**src/rtl/cache_rd_arbiter_if.sv**
```systemverilog
// AXI4 read-channel bundle (AR + R) used by the cache refill arbiter.
// The master modport is the arbiter side, the slave modport the memory side.
interface cache_rd_arbiter_if #(
    parameter int DATA_WIDTH = 32
);
    logic [3:0]            arid;
    logic [31:0]           araddr;
    logic [7:0]            arlen;
    logic [2:0]            arsize;
    logic [1:0]            arburst;
    logic                  arvalid;
    logic                  arready;
    logic [3:0]            rid;
    logic [DATA_WIDTH-1:0] rdata;
    logic [1:0]            rresp;
    logic                  rlast;
    logic                  rvalid;
    logic                  rready;

    modport master (
        output arid, araddr, arlen, arsize, arburst, arvalid,
        input  arready,
        input  rid, rdata, rresp, rlast, rvalid,
        output rready
    );

    modport slave (
        input  arid, araddr, arlen, arsize, arburst, arvalid,
        output arready,
        output rid, rdata, rresp, rlast, rvalid,
        input  rready
    );
endinterface

```
**src/rtl/cache_rd_arbiter.sv**
```systemverilog
// Round-robin arbiter sharing one AXI4 read master between the ICache and
// DCache line-refill ports. One INCR burst per refill; beats are collected
// into a line buffer and handed back to the winner as a single ret_valid.
// Optional macro AXI_RD_ERR_CHK_EN adds a sticky rd_err output flagging
// non-OKAY responses and misplaced rlast.
module cache_rd_arbiter #(
    parameter int         LINE_WORD_NUM = 4,
    parameter int         DATA_WIDTH    = 32,
    parameter logic [3:0] ICACHE_ID     = 4'd0,
    parameter logic [3:0] DCACHE_ID     = 4'd1
) (
    input  logic                                clk,
    input  logic                                resetn,

    input  logic                                i_rd_req,
    input  logic [31:0]                         i_rd_addr,
    output logic                                i_rd_rdy,
    output logic                                i_ret_valid,
    output logic [LINE_WORD_NUM*DATA_WIDTH-1:0] i_ret_data,

    input  logic                                d_rd_req,
    input  logic [31:0]                         d_rd_addr,
    output logic                                d_rd_rdy,
    output logic                                d_ret_valid,
    output logic [LINE_WORD_NUM*DATA_WIDTH-1:0] d_ret_data,

`ifdef AXI_RD_ERR_CHK_EN
    output logic                                rd_err,
`endif

    cache_rd_arbiter_if.master                  axi
);

    localparam int CNT_W = $clog2(LINE_WORD_NUM);
    localparam int OFF_W = $clog2(LINE_WORD_NUM * 4);
    localparam logic [CNT_W-1:0] LAST_BEAT = CNT_W'(LINE_WORD_NUM - 1);

    typedef enum logic [1:0] {IDLE, AR, R, DONE} state_t;

    state_t                              state_reg;
    state_t                              state_next;
    // Current grant; it also serves as last_grant for the next tie-break
    // (0 = ICache, 1 = DCache).
    logic                                grant_d_reg;
    logic                                grant_d_next;
    logic [31:0]                         araddr_reg;
    logic [31:0]                         sel_addr;
    logic [CNT_W-1:0]                    beat_cnt_reg;
    logic                                any_req;
    logic                                arb_fire;
    logic                                ar_fire;
    logic                                r_fire;
    logic [LINE_WORD_NUM*DATA_WIDTH-1:0] line_data;

    assign any_req  = i_rd_req | d_rd_req;
    assign arb_fire = (state_reg == IDLE) && any_req;
    assign ar_fire  = (state_reg == AR) && axi.arready;
    assign r_fire   = (state_reg == R) && axi.rvalid;

    // Winner of an IDLE arbitration: a tie goes to whoever was not served last
    always_comb begin
        grant_d_next = d_rd_req;
        if (i_rd_req && d_rd_req) begin
            grant_d_next = ~grant_d_reg;
        end
    end

    assign sel_addr = grant_d_next ? d_rd_addr : i_rd_addr;

    // State register
    always_ff @(posedge clk or negedge resetn) begin
        if (!resetn) begin
            state_reg <= IDLE;
        end else begin
            state_reg <= state_next;
        end
    end

    // Next-state logic and handshake/return strobes
    always_comb begin
        state_next  = state_reg;
        axi.arvalid = 1'b0;
        axi.rready  = 1'b0;
        i_rd_rdy    = 1'b0;
        d_rd_rdy    = 1'b0;
        i_ret_valid = 1'b0;
        d_ret_valid = 1'b0;
        case (state_reg)
            IDLE: begin
                if (any_req) begin
                    state_next = AR;
                end
            end
            AR: begin
                axi.arvalid = 1'b1;
                if (axi.arready) begin
                    i_rd_rdy   = ~grant_d_reg;
                    d_rd_rdy   = grant_d_reg;
                    state_next = R;
                end
            end
            R: begin
                axi.rready = 1'b1;
                if (axi.rvalid && axi.rlast) begin
                    state_next = DONE;
                end
            end
            DONE: begin
                i_ret_valid = ~grant_d_reg;
                d_ret_valid = grant_d_reg;
                state_next  = IDLE;
            end
            default: state_next = IDLE;
        endcase
    end

    // Latch grant and line-aligned address at arbitration; held through AR
    always_ff @(posedge clk or negedge resetn) begin
        if (!resetn) begin
            grant_d_reg <= 1'b0;
            araddr_reg  <= '0;
        end else if (arb_fire) begin
            grant_d_reg <= grant_d_next;
            araddr_reg  <= {sel_addr[31:OFF_W], {OFF_W{1'b0}}};
        end
    end

    assign axi.arid    = grant_d_reg ? DCACHE_ID : ICACHE_ID;
    assign axi.araddr  = araddr_reg;
    assign axi.arlen   = 8'(LINE_WORD_NUM - 1);
    assign axi.arsize  = 3'b010;
    assign axi.arburst = 2'b01;

    // Beat index within the line; wraps naturally since the line is 2^n words
    always_ff @(posedge clk or negedge resetn) begin
        if (!resetn) begin
            beat_cnt_reg <= '0;
        end else if (ar_fire) begin
            beat_cnt_reg <= '0;
        end else if (r_fire) begin
            beat_cnt_reg <= beat_cnt_reg + CNT_W'(1);
        end
    end

    // Line buffer: one register per word, written by the beat that lands on it
    genvar gi;
    generate
        for (gi = 0; gi < LINE_WORD_NUM; gi++) begin : g_word
            logic [DATA_WIDTH-1:0] word_reg;

            // Capture rdata when the current beat targets this word
            always_ff @(posedge clk or negedge resetn) begin
                if (!resetn) begin
                    word_reg <= '0;
                end else if (r_fire && (beat_cnt_reg == CNT_W'(gi))) begin
                    word_reg <= axi.rdata;
                end
            end

            assign line_data[gi*DATA_WIDTH +: DATA_WIDTH] = word_reg;
        end
    endgenerate

    // Both caches see the buffer; only the winner's ret_valid qualifies it
    assign i_ret_data = line_data;
    assign d_ret_data = line_data;

`ifdef AXI_RD_ERR_CHK_EN
    logic rd_err_reg;

    // Sticky error: non-OKAY beat, or rlast not on the final word of the line
    always_ff @(posedge clk or negedge resetn) begin
        if (!resetn) begin
            rd_err_reg <= 1'b0;
        end else if (r_fire && ((axi.rresp != 2'b00) ||
                                (axi.rlast && (beat_cnt_reg != LAST_BEAT)))) begin
            rd_err_reg <= 1'b1;
        end
    end

    assign rd_err = rd_err_reg;

    // rid is deliberately ignored: only one burst is ever in flight
    logic unused_rid;
    assign unused_rid = ^axi.rid;
`else
    // rid and rresp are not inspected when error checking is compiled out
    logic unused_axi;
    assign unused_axi = ^{axi.rid, axi.rresp};
`endif

endmodule

```
**src/flat_wrapper.sv**
```systemverilog
// flat-port wrapper written by rule: the top's interface ports become plain ports
module cache_rd_arbiter_flat 
#(
    parameter int         LINE_WORD_NUM = 4,
    parameter int         DATA_WIDTH    = 32,
    parameter logic [3:0] ICACHE_ID     = 4'd0,
    parameter logic [3:0] DCACHE_ID     = 4'd1
)
  (clk, resetn, i_rd_req, i_rd_addr, i_rd_rdy, i_ret_valid, i_ret_data, d_rd_req, d_rd_addr, d_rd_rdy, d_ret_valid, d_ret_data, axi_arid, axi_araddr, axi_arlen, axi_arsize, axi_arburst, axi_arvalid, axi_arready, axi_rid, axi_rdata, axi_rresp, axi_rlast, axi_rvalid, axi_rready);
  cache_rd_arbiter_if #(.DATA_WIDTH(DATA_WIDTH)) axi_i ();
  input  logic clk;
  input  logic resetn;
  input  logic i_rd_req;
  input  logic [31:0] i_rd_addr;
  output logic i_rd_rdy;
  output logic i_ret_valid;
  output logic [LINE_WORD_NUM*DATA_WIDTH-1:0] i_ret_data;
  input  logic d_rd_req;
  input  logic [31:0] d_rd_addr;
  output logic d_rd_rdy;
  output logic d_ret_valid;
  output logic [LINE_WORD_NUM*DATA_WIDTH-1:0] d_ret_data;
  output wire logic [$bits(axi_i.arid)-1:0] axi_arid;
  output wire logic [$bits(axi_i.araddr)-1:0] axi_araddr;
  output wire logic [$bits(axi_i.arlen)-1:0] axi_arlen;
  output wire logic [$bits(axi_i.arsize)-1:0] axi_arsize;
  output wire logic [$bits(axi_i.arburst)-1:0] axi_arburst;
  output wire logic [$bits(axi_i.arvalid)-1:0] axi_arvalid;
  input wire logic [$bits(axi_i.arready)-1:0] axi_arready;
  input wire logic [$bits(axi_i.rid)-1:0] axi_rid;
  input wire logic [$bits(axi_i.rdata)-1:0] axi_rdata;
  input wire logic [$bits(axi_i.rresp)-1:0] axi_rresp;
  input wire logic [$bits(axi_i.rlast)-1:0] axi_rlast;
  input wire logic [$bits(axi_i.rvalid)-1:0] axi_rvalid;
  output wire logic [$bits(axi_i.rready)-1:0] axi_rready;
  assign axi_arid = axi_i.arid;
  assign axi_araddr = axi_i.araddr;
  assign axi_arlen = axi_i.arlen;
  assign axi_arsize = axi_i.arsize;
  assign axi_arburst = axi_i.arburst;
  assign axi_arvalid = axi_i.arvalid;
  assign axi_i.arready = axi_arready;
  assign axi_i.rid = axi_rid;
  assign axi_i.rdata = axi_rdata;
  assign axi_i.rresp = axi_rresp;
  assign axi_i.rlast = axi_rlast;
  assign axi_i.rvalid = axi_rvalid;
  assign axi_rready = axi_i.rready;
  cache_rd_arbiter #(.LINE_WORD_NUM(LINE_WORD_NUM), .DATA_WIDTH(DATA_WIDTH), .ICACHE_ID(ICACHE_ID), .DCACHE_ID(DCACHE_ID)) u_core (.clk(clk), .resetn(resetn), .i_rd_req(i_rd_req), .i_rd_addr(i_rd_addr), .i_rd_rdy(i_rd_rdy), .i_ret_valid(i_ret_valid), .i_ret_data(i_ret_data), .d_rd_req(d_rd_req), .d_rd_addr(d_rd_addr), .d_rd_rdy(d_rd_rdy), .d_ret_valid(d_ret_valid), .d_ret_data(d_ret_data), .axi(axi_i));
endmodule
```
**config.mk**
```make
export PLATFORM = sky130hd
export DESIGN_NAME = cache_rd_arbiter_flat
export DESIGN_NICKNAME = d
export VERILOG_FILES = /design/src/rtl/cache_rd_arbiter_if.sv /design/src/rtl/cache_rd_arbiter.sv /design/src/flat_wrapper.sv
export SDC_FILE = /design/constraint.sdc
export NUM_CORES = 1
export LEC_CHECK = 0
export ABC_AREA = 0
export CORE_MARGIN = 2
export CORE_UTILIZATION = 25
export DETAILED_ROUTE_END_ITERATION = 8
export SYNTH_ARGS = -nofsm -noshare
export SYNTH_HDL_FRONTEND = slang
export SYNTH_SLANG_ARGS = --single-unit
```
**constraint.sdc**
```tcl
create_clock -name clk -period 4 [get_ports clk]
set_clock_uncertainty 0.05 [all_clocks]
set_input_delay 1.2 -clock clk [delete_from_list [all_inputs] [get_ports clk]]
set_output_delay 1.2 -clock clk [all_outputs]
set_load 0.03 [all_outputs]
```
* Word level (Yosys, flattened, before mapping)
Index checks and enable logic that the tools add are counted.
Storage, ports and cells: register bits after elaboration 161, word-level logic and storage cells 50
Operators by class: add/subtract/negate cells 1, eq/ne operators 9, mux-type cells 17, bitwise gates (word level) 2, reductions and logical operators 13
Operators by type and width (number):
- $mux 32 | 1
- $mux 1 | 10
- $mux 2 | 5
- $logic_and 1x1->1 | 9
- $eq 2x2->1 const B | 4
- $pmux 2 s4 | 1
- $eq 2x1->1 const B | 2
- $logic_not 2->1 | 2
- $ne 2x2->1 const B | 2
- $reduce_and 3->1 | 1
- $add 2x1->2 const B | 1
- $ne 2x1->1 const B | 1
- $reduce_bool 2->1 | 1
- $not 1->1 | 1
- $or 1x1->1 | 1

* Logic depth before layout (Yosys ltp)
Gate-level depths: netlist (run 1).
depth in word-level cells 4, depth in mapped cells 7

* Worst setup path after synthesis (run 1)
OpenSTA, ideal clock, no wires.
path type input port to output port, from input port axi_arready, to output port i_rd_rdy, data arrival time 1650 ps, setup slack 1100 ps, cell stages on the path 2, cell sequence nand2_1 -> nor2_1
On the way: cells in the longest elaborated chain, start to end 2
RTL lines:
- start, declared | RTL line flat_wrapper.sv:29 | input wire logic [$bits(axi_i.arready)-1:0] axi_arready;
- $mux 1 | RTL line cache_rd_arbiter.sv:96 | if (axi.arready) begin
- $mux 1 | RTL line cache_rd_arbiter.sv:88 | case (state_reg)
- end, declared | RTL line flat_wrapper.sv:15 | output logic i_rd_rdy;
No other way between the ends.

* Final worst setup path (run 1)
Ends and elaborated chain as after synthesis.

==> metrics.cfg, run 1 <==
[final_layout]
design_area_sq_mm=0.0114
nFillCells=2897
largest_reg_flops=128
drive_gt1_frac=0.210
fin_nets=963
fin_util=0.385
area_delta_synth_final_pct=51.9
multi_input_area_sq_mm=0.00232
ff_latch_area_sq_mm=0.00403

[cts]
cts_buffers=17
clockBufferDepth=2
cts_setup_buffers=0
clkTransAtPathRegs_ps=70
htree_levels=4
cts_tree=built
cts_root_buffer=clkbuf_16
clock_sinks=161
cts_resized=0
insertion_delay_ps=410
holdBufCountCts=0

[setup_path]
crit_start=axi_arready
r2r_start=u_core.state_reg[0]
cp.required_ps=2750
cp_max_fo=3
ff2ff_setup_slack_ps=1640
cp-endpoint=i_rd_rdy
reg2regPathDepth=5
critPathLaunchType=input pin
worstPathArrival_ps=2540
worst-setup-path-type=in2out
worstSetupEndpointType=output port
reg2reg_to=u_core.g_word[0].word_reg[0]

[global_route]
grt_use_met2=0.223
use_met3=0.0388
global_route.peak_usage_layer=met2
grt_overflow=0
grt_start_max_net_pins=78
antenna_found_initial=1
grt_use_total=0.126
grt_pass1_vias=4963
grt_pass1_wl_um=29800
met1_usage=0.148

[placed_design]
portBuffers=385
dpl_cell_area_sq_mm=0.0108
gp_congestion=0.703
dp_hpwl_um=15000

[logic_synthesis]
ys_seq_area_frac=0.536
yosysMostFrequentCell=dfrtp_1
ys_types=24
synth_edf_count=0
synth_area_leaders=dfrtp_1, mux2_2, buf_4
avgSynthCellArea_sq_um=12.9
synthTopCellsByCount=dfrtp_1, buf_4, mux2_2
syn-cell-area_sq_mm=0.00751
synth_ff_type=dfrtp_1
ys.warnings.count=0
netlist.area_leader.share=0.536
yosysTopAreaCell=dfrtp_1
postSynthCellCount=581
synthArstFlopShare=1.00
ys_seq_elements=161

[die]
fp.dieArea_sq_mm=0.0315
fp.dieW_um=177
rows=63
num_io_pins=420
die_h_um=177
start_util=0.253
coreArea_sq_mm=0.0296

[route]
drt_wl_total_um=20300
drtIter0Drc=169
via_count=5023
post-route-drc-count=0
first_pass_iters=4
routedWlPerCell_um=16.2
via_per_inst=4.02
ant_nets=0

[power]
powerDensity_mw_per_mm2=1010
ir_drop_v=0.000432
power_leakage_uw=0.00494
p_total_uw=11500

[timing]
fin_crit_sh=0.948
holdWs_ps=426
tightest_slew_ps=740
finalSetupTns_ps=0
slew_violations=0
finalSetupViolations=0
grt_setup_unrepaired=no
period_minus_slack_ps=3790
hold_violations=0
slew_headroom=0.507
clock.fmax_mhz=264

[run_status]
run_status=finished clean

[hold_path]
hold_class=reg2reg

[flow_run]
maxCapViolCount=0

==> layout make-up <==
cell class / instances / share of cell area
Multi-Input combinational cell: 264 / 0.203
Timing Repair Buffer: 398 / 0.349
Sequential cell: 161 / 0.353
Tap cell: 390 / 0.0428
Antenna cell: 1 / 0.000219
Clock inverter: 14 / 0.0130
Clock buffer: 18 / 0.0376
Inverter: 4 / 0.00132
==> layout by cell type (no fill, tap or decap), drive strengths merged, types with 3 or more instances in the layout <==
cell and n:
a21oi 3, buf 14, clkbuf 18, clkdlybuf4s50 384, clkinv 4, clkinvlp 3, conb 20, dfrtp 161
ha 8, inv 10, mux2 129, mux2i 29, nand2 31, nand3 4, o21ai 29
==> cells by family (layout without fill, tap and decap cells) <==
family,count (synthesis),after routing,share of synthesized area
XOR/XNOR,1,1,0.00117
flip-flops,161,161,0.536
adder cells (fa/ha/maj),8,8,0.0133
other,2,21,0.00100
multiplexers,158,158,0.232
AO/OA/AOI/OAI,36,36,0.0260
AND/OR/NAND/NOR,41,41,0.0225
buffers and inverters,174,434,0.168
==> worst min-delay path by stage <==
stage	from	end	slack [ps]	cells past startpoint
floorplan	u_core.state_reg[0]	u_core.state_reg[0]	480	1
global route	u_core.axi.araddr[19]	u_core.axi.araddr[19]	450	2
finish	u_core.axi.araddr[5]	u_core.axi.araddr[5]	430	2
detailed placement	u_core.axi.araddr[4]	u_core.axi.araddr[4]	420	2
CTS	u_core.axi.araddr[16]	u_core.axi.araddr[16]	430	2
global placement	u_core.axi.araddr[5]	u_core.axi.araddr[5]	410	2
==> routing by layer <==
metal	wire length, um	up-vias	share of wire
met5	0	-	0
met2	10500	206	0.52
met1	8030	2481	0.40
met3	1560	7	0.077
li1	-	2329	-
met4	165	0	0.0081
==> power breakdown <==
group / total [uW] / switching (uW) / internal, uW
Clock: 1600 / 724 / 880
Combinational: 6890 / 3900 / 3000
Sequential: 3020 / 624 / 2400
==> critical path, stage by stage <==
cell and delay (ps):
clkdlybuf4s50_1 510, nand2_1 60, nor2_1 90, clkdlybuf4s50_1 680
==> through the flow <==
stage	setup WS (ps)	cells
2_1_floorplan	1100	599
6_report	209	1250
3_5_place_dp	223	1217
3_3_place_gp	209	1217
4_1_cts	213	1249
5_1_grt	155	1249
Power figures use the tool's default switching activity.
==> run 2: changes to the inputs <==
ABC_AREA = 1   (was 0)
CTS_BUF_LIST = sky130_fd_sc_hd__clkbuf_8   (was not set)
TNS_END_PERCENT = 10   (was not set)
==> run 2 against run 1 <==
Against the previous run: synthesized area increased by 4.3%; power decreased by 4.6%; register-to-register slack improved by 460 ps.
==> metrics.cfg, run 2 <==
[global_route]
grt_use_total=0.135
grt_overflow=0
grt_pass1_vias=6145
grt_pass1_wl_um=34700
antenna_found_initial=0
grt_start_max_net_pins=76

[timing]
hold_violations=0
fin_crit_sh=0.950
period_minus_slack_ps=3800
slew_violations=0
tightest_slew_ps=765
fin_ws_ps=200
finalSetupViolations=0
finalSetupTns_ps=0
grt_setup_unrepaired=no
holdWs_ps=439
clock.fmax_mhz=263
slew_headroom=0.490

[logic_synthesis]
synthArstFlopShare=1.00
avgSynthCellArea_sq_um=9.11
ys_types=22
synth_ff_type=dfrtp_1
ys_seq_area_frac=0.514
yosysMostFrequentCell=nand2_1
ys.warnings.count=0
ys_seq_elements=161
syn-cell-area_sq_mm=0.00784
synth_edf_count=0
synth_area_leaders=dfrtp_1, buf_4, nand2_1
synthTopCellsByCount=nand2_1, dfrtp_1, buf_4
postSynthCellCount=860
yosysTopAreaCell=dfrtp_1
netlist.area_leader.share=0.514

[power]
power_leakage_uw=0.00517
p_comb_frac=0.612
powerDensity_mw_per_mm2=974
p_int_uw=5630
switching_share=0.487
p_sw_uw=5360
clockPowerShare=0.113
ir_drop_v=0.000482
p_seq_frac=0.275

[cts]
clockBufferDepth=2
cts_buffers=17
cts_resized=0
clock_sinks=161
cts_root_buffer=clkbuf_8
cts_setup_buffers=0
clkTransAtPathRegs_ps=90
holdBufCountCts=0
insertion_delay_ps=450
cts_tree=built
htree_levels=4

[setup_path]
reg2reg_to=u_core.g_word[1].word_reg[12]
cp.required_ps=2750
worstSetupEndpointType=output port
worst-setup-path-type=in2out
cp_max_fo=4
critPathLaunchType=input pin
ff2ff_setup_slack_ps=2100
reg2regPathDepth=7
r2r_start=u_core.state_reg[0]
worstPathArrival_ps=2550

[final_layout]
area_delta_synth_final_pct=43.9
multi_input_area_sq_mm=0.00215
ff_latch_area_sq_mm=0.00403
nFillCells=3143
layout_commonest_cell=clkdlybuf4s50_1
antenna_cells=0
layout_common_cells=clkdlybuf4s50_1, nand2_1, dfrtp_1
largest_reg_flops=128
fin_nets=1218
drive_gt1_frac=0.0476

[route]
via_count=6184
routedWlPerCell_um=14.5
via_per_inst=4.10
ant_nets=0
drt_wl_total_um=21900
post-route-drc-count=0
drtIter0Drc=314
first_pass_iters=4

[die]
rows=64
fp.dieW_um=181
fp.dieArea_sq_mm=0.0328
die_h_um=181
coreArea_sq_mm=0.0307
num_io_pins=420
start_util=0.255

[flow_run]
maxCapViolCount=0

[placed_design]
portBuffers=385
gp_congestion=0.756
place_ws_ps=198
dp_hpwl_um=16200

[hold_path]
hold_class=reg2reg
min_to=u_core.axi.araddr[26]
hold_path_startpoint=u_core.axi.araddr[26]
min_delay_path_depth=2

[run_status]
run_status=finished clean

run 2: changes by cell type after synthesis, sizes merged, moves of 4 or more:
cell,change
nand3,+25
o21ai,+102
nor2,+5
buf,+22
mux2,-129
mux2i,-29
clkbuf,-4
nand2,+200
inv,+68
nand3b,+28
run 2: cell type report:
cell class                 instances  area share
clock inverter                    15      0.0154
clock buffer                      17      0.0207
multi-input combinational        457       0.191
inverter                          72      0.0244
sequential                       161       0.357
tap                              396      0.0439
timing repair buffer             392       0.348
run 2: worst max-delay path: stages:
cell and delay, ps:
clkdlybuf4s50_1 470, nand2_1 100, nor2_1 100, clkdlybuf4s50_1 670
run 2: cells by family after synthesis:
logic type	Yosys count	synth area share
and+or+nand+nor	297	0.167
other	2	0.000958
adders and majority gates	8	0.0128
DFF	161	0.514
buffers and inverters	260	0.220
AOI/OAI and AO/OA	132	0.0852
run 2: worst max-delay path by stage:
stage,cells after the start,slack (ps),end,startpoint
5_1_grt,4,80,d_rd_rdy,axi_arready
6_report,4,200,d_rd_rdy,axi_arready
3_5_place_dp,4,200,d_rd_rdy,axi_arready
3_3_place_gp,4,160,d_rd_rdy,axi_arready
4_1_cts,4,190,d_rd_rdy,axi_arready
2_1_floorplan,2,1060,d_rd_rdy,axi_arready
run 2: power by group through the flow:
stage	Sequential (uW)	Clock [uW]	Combinational [uW]
2_1_floorplan	4320	0	3230
3_3_place_gp	3030	0	6730
3_5_place_dp	3060	0	6790
4_1_cts	3040	1310	6790
5_1_grt	3150	1390	7090
6_report	3020	1240	6730
run 2: through the flow:
stage	std cells	utilization	power [uW]	instance area [sq um]
2_1_floorplan	878	-	7550	7910
3_3_place_gp	1478	0.354	9770	10900
3_5_place_dp	1478	0.354	9840	10900
4_1_cts	1510	0.367	11100	11300
5_1_grt	1510	0.367	11600	11300
6_report	1510	0.367	11000	11300
run 2: per-layer routing:
metal	share of wire	track usage	wire length [um]
met5	0	0	0
met2	0.49	0.238	10800
met3	0.079	0.0435	1720
met1	0.41	0.158	9030
met4	0.015	0.0390	325
